$ cat config.mk
export PLATFORM = sky130hd
export DESIGN_NAME = muldiv_controller
export DESIGN_NICKNAME = d
export VERILOG_FILES = /design/src/rtl/mips_pkg.sv /design/src/rtl/div_core.sv /design/src/rtl/muldiv_controller.sv
export SDC_FILE = /design/constraint.sdc
export NUM_CORES = 2
export LEC_CHECK = 0
export CAP_MARGIN = 15
export CORE_MARGIN = 4
export CORE_UTILIZATION = 50
export CTS_CLUSTER_SIZE = 12
export DETAILED_ROUTE_END_ITERATION = 16
export GPL_ROUTABILITY_DRIVEN = 0
export MAX_ROUTING_LAYER = met4
export PLACE_DENSITY = 0.7
export SYNTH_ARGS = -nofsm -noshare
export SYNTH_HDL_FRONTEND = slang
export SYNTH_SLANG_ARGS = --single-unit
$ cat constraint.sdc
create_clock -name clk -period 9.4 [get_ports clk]
set_input_delay 1.88 -clock clk [delete_from_list [all_inputs] [get_ports clk]]
set_output_delay 1.88 -clock clk [all_outputs]
set_load 0.02 [all_outputs]
$ cat src/rtl/mips_pkg.sv
// Shared MIPS definitions: ALU control codes used by the ALU decoder and the mul/div unit.
package mips_pkg;

  typedef enum logic [4:0] {
    AluMult  = 5'b10000,
    AluMultu = 5'b10001,
    AluDiv   = 5'b10010,
    AluDivu  = 5'b10011,
    AluMtlo  = 5'b10101,
    AluMthi  = 5'b10110
  } alu_control_t;

  function automatic logic is_muldiv_op(input logic [4:0] code);
    case (alu_control_t'(code))
      AluMult, AluMultu, AluDiv, AluDivu, AluMtlo, AluMthi: return 1'b1;
      default: return 1'b0;
    endcase
  endfunction

endpackage

$ cat src/rtl/div_core.sv
// Iterative unsigned restoring divider: one quotient bit per cycle after a one-cycle load.
module div_core #(
  parameter int unsigned Width = 32
) (
  input  logic             clk_i,
  input  logic             rst_ni,
  input  logic             start_i,
  input  logic [Width-1:0] dividend_i,
  input  logic [Width-1:0] divisor_i,
  output logic             busy_o,
  output logic             done_o,
  output logic [Width-1:0] quotient_o,
  output logic [Width-1:0] remainder_o
);

  localparam logic [5:0] LastCnt = 6'(Width - 1);

  logic [5:0]       cnt_q, cnt_d;
  logic             busy_q, busy_d;
  logic [Width-1:0] quo_q, quo_d;
  logic [Width-1:0] rem_q, rem_d;
  logic [Width-1:0] dvs_q, dvs_d;
  logic [Width:0]   rem_shift, diff;

  always_comb begin
    cnt_d     = cnt_q;
    busy_d    = busy_q;
    quo_d     = quo_q;
    rem_d     = rem_q;
    dvs_d     = dvs_q;
    rem_shift = {rem_q, quo_q[Width-1]};
    diff      = rem_shift - {1'b0, dvs_q};
    // done marks the cycle whose closing edge retires the final quotient bit
    done_o    = busy_q && (cnt_q == LastCnt);
    if (start_i) begin
      busy_d = 1'b1;
      cnt_d  = '0;
      quo_d  = dividend_i;
      rem_d  = '0;
      dvs_d  = divisor_i;
    end else if (busy_q) begin
      if (!diff[Width]) begin
        rem_d = diff[Width-1:0];
        quo_d = {quo_q[Width-2:0], 1'b1};
      end else begin
        rem_d = rem_shift[Width-1:0];
        quo_d = {quo_q[Width-2:0], 1'b0};
      end
      cnt_d = cnt_q + 6'd1;
      if (done_o) begin
        busy_d = 1'b0;
        cnt_d  = '0;
      end
    end
  end

  always_ff @(posedge clk_i or negedge rst_ni) begin
    if (!rst_ni) begin
      cnt_q  <= '0;
      busy_q <= 1'b0;
      quo_q  <= '0;
      rem_q  <= '0;
      dvs_q  <= '0;
    end else begin
      cnt_q  <= cnt_d;
      busy_q <= busy_d;
      quo_q  <= quo_d;
      rem_q  <= rem_d;
      dvs_q  <= dvs_d;
    end
  end

  assign busy_o      = busy_q;
  assign quotient_o  = quo_q;
  assign remainder_o = rem_q;

endmodule

$ cat src/rtl/muldiv_controller.sv
// HI/LO multiply/divide unit: FSM, operand sign handling and HI/LO registers around div_core.
module muldiv_controller
  import mips_pkg::*;
#(
  parameter int unsigned DIV_STEPS = 32
) (
  input  logic                 clk,
  input  logic                 reset_n,
  input  logic                 start,
  input  logic [4:0]           op,
  input  logic [DIV_STEPS-1:0] rs_data,
  input  logic [DIV_STEPS-1:0] rt_data,
  input  logic                 mf_req,
  output logic                 busy,
  output logic                 stall,
  output logic                 done,
  output logic [DIV_STEPS-1:0] hi,
  output logic [DIV_STEPS-1:0] lo
);

  localparam int unsigned W = DIV_STEPS;

  typedef enum logic [2:0] {StIdle, StMul, StDiv, StFix, StDz} state_e;

  state_e         state_q, state_d;
  logic [W-1:0]   a_q, a_d, b_q, b_d;
  logic [W-1:0]   hi_q, hi_d, lo_q, lo_d;
  logic           sgn_q, sgn_d;
  logic           neg_quo_q, neg_quo_d, neg_rem_q, neg_rem_d;
  logic           done_q, done_d;

  alu_control_t   op_e;
  logic           accept, rt_zero, div_signed;
  logic [W-1:0]   rs_abs, rt_abs;
  logic [2*W-1:0] ext_a, ext_b, prod;
  logic           div_start, div_busy, div_done;
  logic [W-1:0]   div_quo, div_rem;

  assign op_e       = alu_control_t'(op);
  assign accept     = start && (state_q == StIdle) && is_muldiv_op(op);
  assign rt_zero    = (rt_data == '0);
  assign div_signed = (op_e == AluDiv);
  assign rs_abs     = (div_signed && rs_data[W-1]) ? -rs_data : rs_data;
  assign rt_abs     = (div_signed && rt_data[W-1]) ? -rt_data : rt_data;

  // Sign-extend to 2W so the low 2W product bits are right for both MULT and MULTU
  assign ext_a = {{W{sgn_q & a_q[W-1]}}, a_q};
  assign ext_b = {{W{sgn_q & b_q[W-1]}}, b_q};
  assign prod  = ext_a * ext_b;

  div_core #(
    .Width(W)
  ) u_div_core (
    .clk_i      (clk),
    .rst_ni     (reset_n),
    .start_i    (div_start),
    .dividend_i (a_q),
    .divisor_i  (b_q),
    .busy_o     (div_busy),
    .done_o     (div_done),
    .quotient_o (div_quo),
    .remainder_o(div_rem)
  );

  always_ff @(posedge clk or negedge reset_n) begin
    if (!reset_n) begin
      state_q <= StIdle;
    end else begin
      state_q <= state_d;
    end
  end

  always_comb begin
    state_d = state_q;
    unique case (state_q)
      StIdle: begin
        if (accept) begin
          case (op_e)
            AluMult, AluMultu: state_d = StMul;
            AluDiv, AluDivu:   state_d = rt_zero ? StDz : StDiv;
            default:           state_d = StIdle;
          endcase
        end
      end
      StDiv:   if (div_done) state_d = StFix;
      StMul, StFix, StDz: state_d = StIdle;
      default: state_d = StIdle;
    endcase
  end

  always_comb begin
    a_d       = a_q;
    b_d       = b_q;
    sgn_d     = sgn_q;
    neg_quo_d = neg_quo_q;
    neg_rem_d = neg_rem_q;
    hi_d      = hi_q;
    lo_d      = lo_q;
    done_d    = 1'b0;
    busy      = (state_q != StIdle);
    stall     = busy & (start | mf_req);
    done      = done_q;
    hi        = hi_q;
    lo        = lo_q;
    // Launch the core on the first DIV cycle only; it stays busy until its last step
    div_start = (state_q == StDiv) && !div_busy;

    if (accept) begin
      case (op_e)
        AluMthi: hi_d = rs_data;
        AluMtlo: lo_d = rs_data;
        AluMult, AluMultu: begin
          a_d   = rs_data;
          b_d   = rt_data;
          sgn_d = (op_e == AluMult);
        end
        AluDiv, AluDivu: begin
          if (rt_zero) begin
            a_d = rs_data;
          end else begin
            a_d       = rs_abs;
            b_d       = rt_abs;
            neg_quo_d = div_signed && (rs_data[W-1] ^ rt_data[W-1]);
            neg_rem_d = div_signed && rs_data[W-1];
          end
        end
        default: ;
      endcase
    end

    case (state_q)
      StMul: begin
        {hi_d, lo_d} = prod;
        done_d       = 1'b1;
      end
      StDz: begin
        hi_d   = a_q;
        lo_d   = '1;
        done_d = 1'b1;
      end
      StFix: begin
        lo_d   = neg_quo_q ? -div_quo : div_quo;
        hi_d   = neg_rem_q ? -div_rem : div_rem;
        done_d = 1'b1;
      end
      default: ;
    endcase
  end

  always_ff @(posedge clk or negedge reset_n) begin
    if (!reset_n) begin
      a_q       <= '0;
      b_q       <= '0;
      sgn_q     <= 1'b0;
      neg_quo_q <= 1'b0;
      neg_rem_q <= 1'b0;
      hi_q      <= '0;
      lo_q      <= '0;
      done_q    <= 1'b0;
    end else begin
      a_q       <= a_d;
      b_q       <= b_d;
      sgn_q     <= sgn_d;
      neg_quo_q <= neg_quo_d;
      neg_rem_q <= neg_rem_d;
      hi_q      <= hi_d;
      lo_q      <= lo_d;
      done_q    <= done_d;
    end
  end

endmodule
; ---- Word-level counts from Yosys, hierarchy flattened
; Cells that the tools add are included.
[classes]
add_sub_neg = 6
multipliers = 1
n_eq_ne = 14
n_mux = 33
n_bitwise = 6
n_reduce_logical = 27
[ops]
columns = op, n
row1 = $mux W32, 15
row2 = $pmux W32 S3, 2
row3 = $neg A32 Y32, 4
row4 = $pmux W32 S2, 2
row5 = $mul A33 B33 Y64, 1
row6 = $sub A33 B32 Y33, 1
row7 = $logic_not A32 Y1, 1
row8 = $eq A5 B5 Y1 const B, 6
row9 = $mux W6, 3
row10 = $pmux W3 S2, 2
row11 = $reduce_bool A4 Y1, 3
row12 = $reduce_and A2 Y1, 5
row13 = $mux W3, 3
row14 = $logic_and A1 B1 Y1, 7
row15 = $add A6 B1 Y6 const B, 1
row16 = $eq A3 B2 Y1 const B, 2
row17 = $eq A6 B5 Y1 const B, 1
row18 = $mux W1, 6
row19 = $ne A2 B2 Y1 const B, 3
row20 = $reduce_and A3 Y1, 2
row21 = $reduce_or A6 Y1, 1
row22 = $reduce_bool A2 Y1, 2
row23 = $reduce_or A2 Y1, 2
row24 = $and A1 B1 Y1, 3
row25 = 9 further kinds, 9
[word_totals]
reg_bits = 238
output_inout_bits = 67
wordCells = 101

; ---- Longest topological paths before layout
[depth]
depth_word = 6
ltp_mapped = 31
depth_no_buf = 28

; ---- Cells and area by module
; A second synthesis with hierarchy kept.
[hier_totals]
cells_unflattened = 5974
area_unflattened_um2 = 53376.2
[by_module_without_submodules]
columns = module, n_inst, cells_per_inst, area_each_um2, seq_area_each_um2
row1 = muldiv_controller, 1, 5242, 46880.0, 3378.2
row2 = div_core, 1, 732, 6496.2, 2577.5

; ---- Least setup slack after synthesis
; OpenSTA, ideal clock, no wires.
[synth_timing]
path_kind = flip-flop to flip-flop
from = register a_q[31]
to = register hi_q[29], in the netlist hi[29]
setup_ps = 124
arrival_ps = 8044
required_time_ps = 9276
setup_slack_ps = 1232
stages_incl_launch_ff = 31
path_buffers = 3
synth_period_minus_slack_ps = 8168
cell_sequence = dfrtp_1 clkbuf_1 and2_1 clkbuf_1 nand2_1 inv_1 fa_1 inv_1 fa_1 inv_1 fa_1 fa_1 inv_1 fa_1 inv_1 fa_1 inv_1 fa_1 fa_1 inv_1 ha_1 clkbuf_1 and4_1 nand3_1 nor2_1 nand2_1 o21ai_0 a311oi_1 o2bb2ai_1 o31a_1 a211o_1
[synth_between]
elab_chain_len = 3
[synth_rtl]
columns = element, line
row1 = start: declaration, muldiv_controller.sv:26  ; logic [W-1:0] a_q, a_d, b_q, b_d;
row2 = start signal: assignment, muldiv_controller.sv:152  ; a_q <= '0;
row3 = start signal: assignment, muldiv_controller.sv:161  ; a_q <= a_d;
row4 = $and A1 B1 Y1, muldiv_controller.sv:47  ; assign ext_a = {{W{sgn_q & a_q[W-1]}}, a_q};
row5 = $mul A33 B33 Y64 (*), muldiv_controller.sv:49  ; assign prod = ext_a * ext_b;
row6 = $pmux W32 S3 (*), muldiv_controller.sv:131  ; case (state_q)
row7 = end signal: assignment, muldiv_controller.sv:166  ; hi_q <= hi_d;
row8 = end: declaration, muldiv_controller.sv:27  ; logic [W-1:0] hi_q, hi_d, lo_q, lo_d;
; Every way passes the cells marked *; elsewhere a longest branch is shown, timed or not.
; A chain may end at the register's enable or synchronous reset.

; ---- Final worst setup path
[layout_timing]
from = register a_q[13]
to = register hi_q[17], in the netlist hi[17]
[layout_between]
elab_chain_len = 2
[layout_rtl]
columns = element, line
row1 = $mul A33 B33 Y64, muldiv_controller.sv:49
row2 = $pmux W32 S3, muldiv_controller.sv:131
; Every way passes these cells.

==> results.txt <==
WP data required = 9.89 ns
Final setup viols = 0
# resized after CTS = 0
Post-DR vias/cell = 5.70
Async SR Flop Fraction = 1.00
Slowest CP cell = dfrtp_1
Synth Cell Area = 52800 um^2
Most common cell after layout, fill and taps aside = inv_1
GRT overflow = 0
DR vias = 41200
Avg WL per Cell = 21.8 um
Largest net degree at the start of global routing = 134
Final wirelength = 158000 um
Clk_lat worst skew = 0.63 ns
IO Count = 140
CP Capture Type = flip-flop
Cell Rows = 118
Vias in the first global route = 43900
Clk root buf = clkbuf_16
Clock buffer depth = 3
Core outline area = 104000 um^2
Die H = 333 um
Pins Over Slew Limit = 0
Post-synth cell types = 78
Met2 WL post-DR = 75500 um
Post-route ant nets = 0
Routed wl met3 = 13400 um
CP max stage delay = 1.09 ns
First-pass GRT wire length = 251000 um
Yosys warnings = 0
DR iter-0 viols = 3497
Post-synth EDFFs = 0
Worst Hold Class = reg2reg
Initial antenna violation count = 5
Mapped Avg Cell Area = 8.97 um^2
Initial Util = 0.507
Post-CTS Setup Bufs = 0
CTS Hold Bufs = 0
Kind of critical path = reg2reg
Sequential cell area fraction in the yosys report = 0.113
Nets = 7267
Top cell by count, worst path = fa_1
Die W = 333 um
Cells after Synth = 5883
M1 WL = 59300 um
Final setup TNS = 0 ns
Fill cells = 9378
GRT Total Usage = 0.298
Total CTS buffers = 28
Mapped Nets = 7331
CTS tree = built
Clock Skew = 0.0658 ns
Final Critical Period = 9.05 ns
Pre-antenna DRT Iters = 9
Area Growth Syn to Fin = 7.31%
Die ar. = 111000 um^2
Max_cap viols = 0
I/O Buffers = 139
CTS clk-pin slew, worst paths = 0.07 ns
Most frequent cells in the layout = 1179 x inv_1, 1126 x fa_1, 937 x nand2_1
Arr. time, crit path = 9.54 ns
Share of layout cells above drive strength 1 = 0.0447
Rel. slew slack = 0.214
Final Cycle Share = 0.963
Yosys reg bits = 238
Critical Path Source Type = flip-flop
CTS Sinks = 238
Final HPWL DP = 127000 um
Htree depth = 1
Top layer used by detailed routing = met4
Crit path max fanout = 19
FMAX = 0.111 GHz
Top FF cell, synth = dfrtp_1
RSZ-0062 raised after global routing = no
Worst-margin pin slew = 1.18 ns
Status = finished, final reports clean
Drt drc = 0
Hold Vio Cnt, Final = 0
-- stage by stage --
step / setup slack (ns) / instance area (um^2) / hold WS [ns] / std cells / utilization
after CTS: 0.609 / 56500 / 0.535 / 7216 / 0.543
final: 0.350 / 56600 / 0.534 / 7225 / 0.544
after global routing: 0.186 / 56600 / 0.561 / 7223 / 0.544
after detailed placement: 0.582 / 55600 / 0.520 / 7167 / 0.535
after global placement: 0.609 / 55600 / 0.509 / 7167 / 0.535
after floorplan: 1.23 / 52800 / 0.485 / 5883 / -
-- layer usage --
metal / vias up / track usage
met2: 1857 / 0.476
met3: 512 / 0.0583
li1: 17700 / -
met1: 21100 / 0.368
met5: - / -
met4: 0 / 0.138
-- layout make-up --
| cell class | count | area [um^2] | area share |
|---|---|---|---|
| well taps | 1380 | 1730 | 0.0305 |
| repair buffers | 275 | 2520 | 0.0446 |
| flip-flops and latches | 238 | 5960 | 0.105 |
| multi-input cells | 4096 | 41000 | 0.725 |
| clock buffers | 39 | 792 | 0.0140 |
| diodes | 7 | 17.5 | 0.000309 |
| clock inverters | 10 | 118 | 0.00208 |
| inverters | 1180 | 4430 | 0.0782 |
-- worst max-delay path, delay by kind of cell (launching register included) --
kind                       cells  cell delay, ns
AOI/OAI and AO/OA              8            2.09
and+or+nand+nor                2            0.22
buffers and inverters          8            0.81
DFF                            1            1.09
xor gates and xnor gates       1            0.39
adders and majority gates      9            4.33
-- cell usage after synthesis (all sizes together) (4+ instances only) --
| library cell | count | share of area |
|---|---|---|
| o221ai | 11 | 0.0018 |
| inv | 1180 | 0.084 |
| o21bai | 15 | 0.0021 |
| nand3 | 60 | 0.0058 |
| nand3b | 4 | 0.00057 |
| a21o | 60 | 0.0085 |
| or3 | 17 | 0.0024 |
| o211ai | 26 | 0.0037 |
| dfrtp | 238 | 0.11 |
| and3 | 30 | 0.0036 |
| fa | 1126 | 0.43 |
| and2 | 351 | 0.042 |
| or2 | 13 | 0.0015 |
| o31a | 7 | 0.0012 |
| a32oi | 6 | 0.0010 |
| a211oi | 23 | 0.0033 |
| mux2i | 62 | 0.012 |
| a21oi | 154 | 0.015 |
| or4 | 13 | 0.0019 |
| o31ai | 36 | 0.0052 |
| mux2 | 33 | 0.0070 |
| a211o | 9 | 0.0015 |
| buf | 17 | 0.0014 |
| nand4 | 15 | 0.0018 |
| nor2 | 154 | 0.011 |
| nor3 | 30 | 0.0030 |
| o21ai | 251 | 0.024 |
| o21a | 14 | 0.0020 |
| a31oi | 17 | 0.0021 |
| o41ai | 17 | 0.0031 |
| nor4 | 14 | 0.0022 |
| nand2b | 15 | 0.0018 |
| nand2 | 938 | 0.067 |
| a2111oi | 4 | 0.00078 |
| nor2b | 30 | 0.0036 |
| clkbuf | 352 | 0.025 |
| a221o | 5 | 0.00095 |
| ha | 249 | 0.059 |
| a222oi | 27 | 0.0051 |
| a221oi | 4 | 0.00066 |
| xor2 | 90 | 0.015 |
| xnor2 | 130 | 0.022 |
-- path summary, 6_finish.rpt --
kind | from | to | slack [ns] | cells after the start
worst min-delay path | b_q[24] | b_q[24] | 0.53 | 2
worst max-delay path | a_q[13] | hi[17] | 0.35 | 28
worst max register to register | a_q[13] | hi[17] | 0.35 | 28
max in group asynchronous | reset_n | a_q[9] | 6.72 | 2
min in group asynchronous | reset_n | b_q[26] | 1.26 | 1
worst min register to register | b_q[24] | b_q[24] | 0.53 | 2
-- flip-flops by register name, summed over array words and instances, names as in the netlist --
register                count
u_div_core.dvs_q           32
lo                         32
neg_quo_q                   1
u_div_core.quotient_o      32
u_div_core.busy_o           1
hi                         32
sgn_q                       1
b_q                        32
done                        1
u_div_core.remainder_o     32
a_q                        32
u_div_core.cnt_q            6
state_q                     3
neg_rem_q                   1
-- cells by family (layout without fill, tap and decap cells) --
| family | after synthesis | in the layout | share of synthesized area |
|---|---|---|---|
| multiplexers | 95 | 95 | 0.0188 |
| buffers and inverters | 1549 | 1504 | 0.110 |
| XOR/XNOR | 220 | 220 | 0.0367 |
| adder cells (fa/ha/maj) | 1375 | 1375 | 0.486 |
| AO/OA/AOI/OAI | 715 | 715 | 0.0864 |
| flip-flops | 238 | 238 | 0.113 |
| other | 0 | 7 | 0 |
| AND/OR/NAND/NOR | 1691 | 1691 | 0.149 |
Power is not shown: default switching activity piles up to over one toggle a cycle in this logic, so the estimate is an artifact.
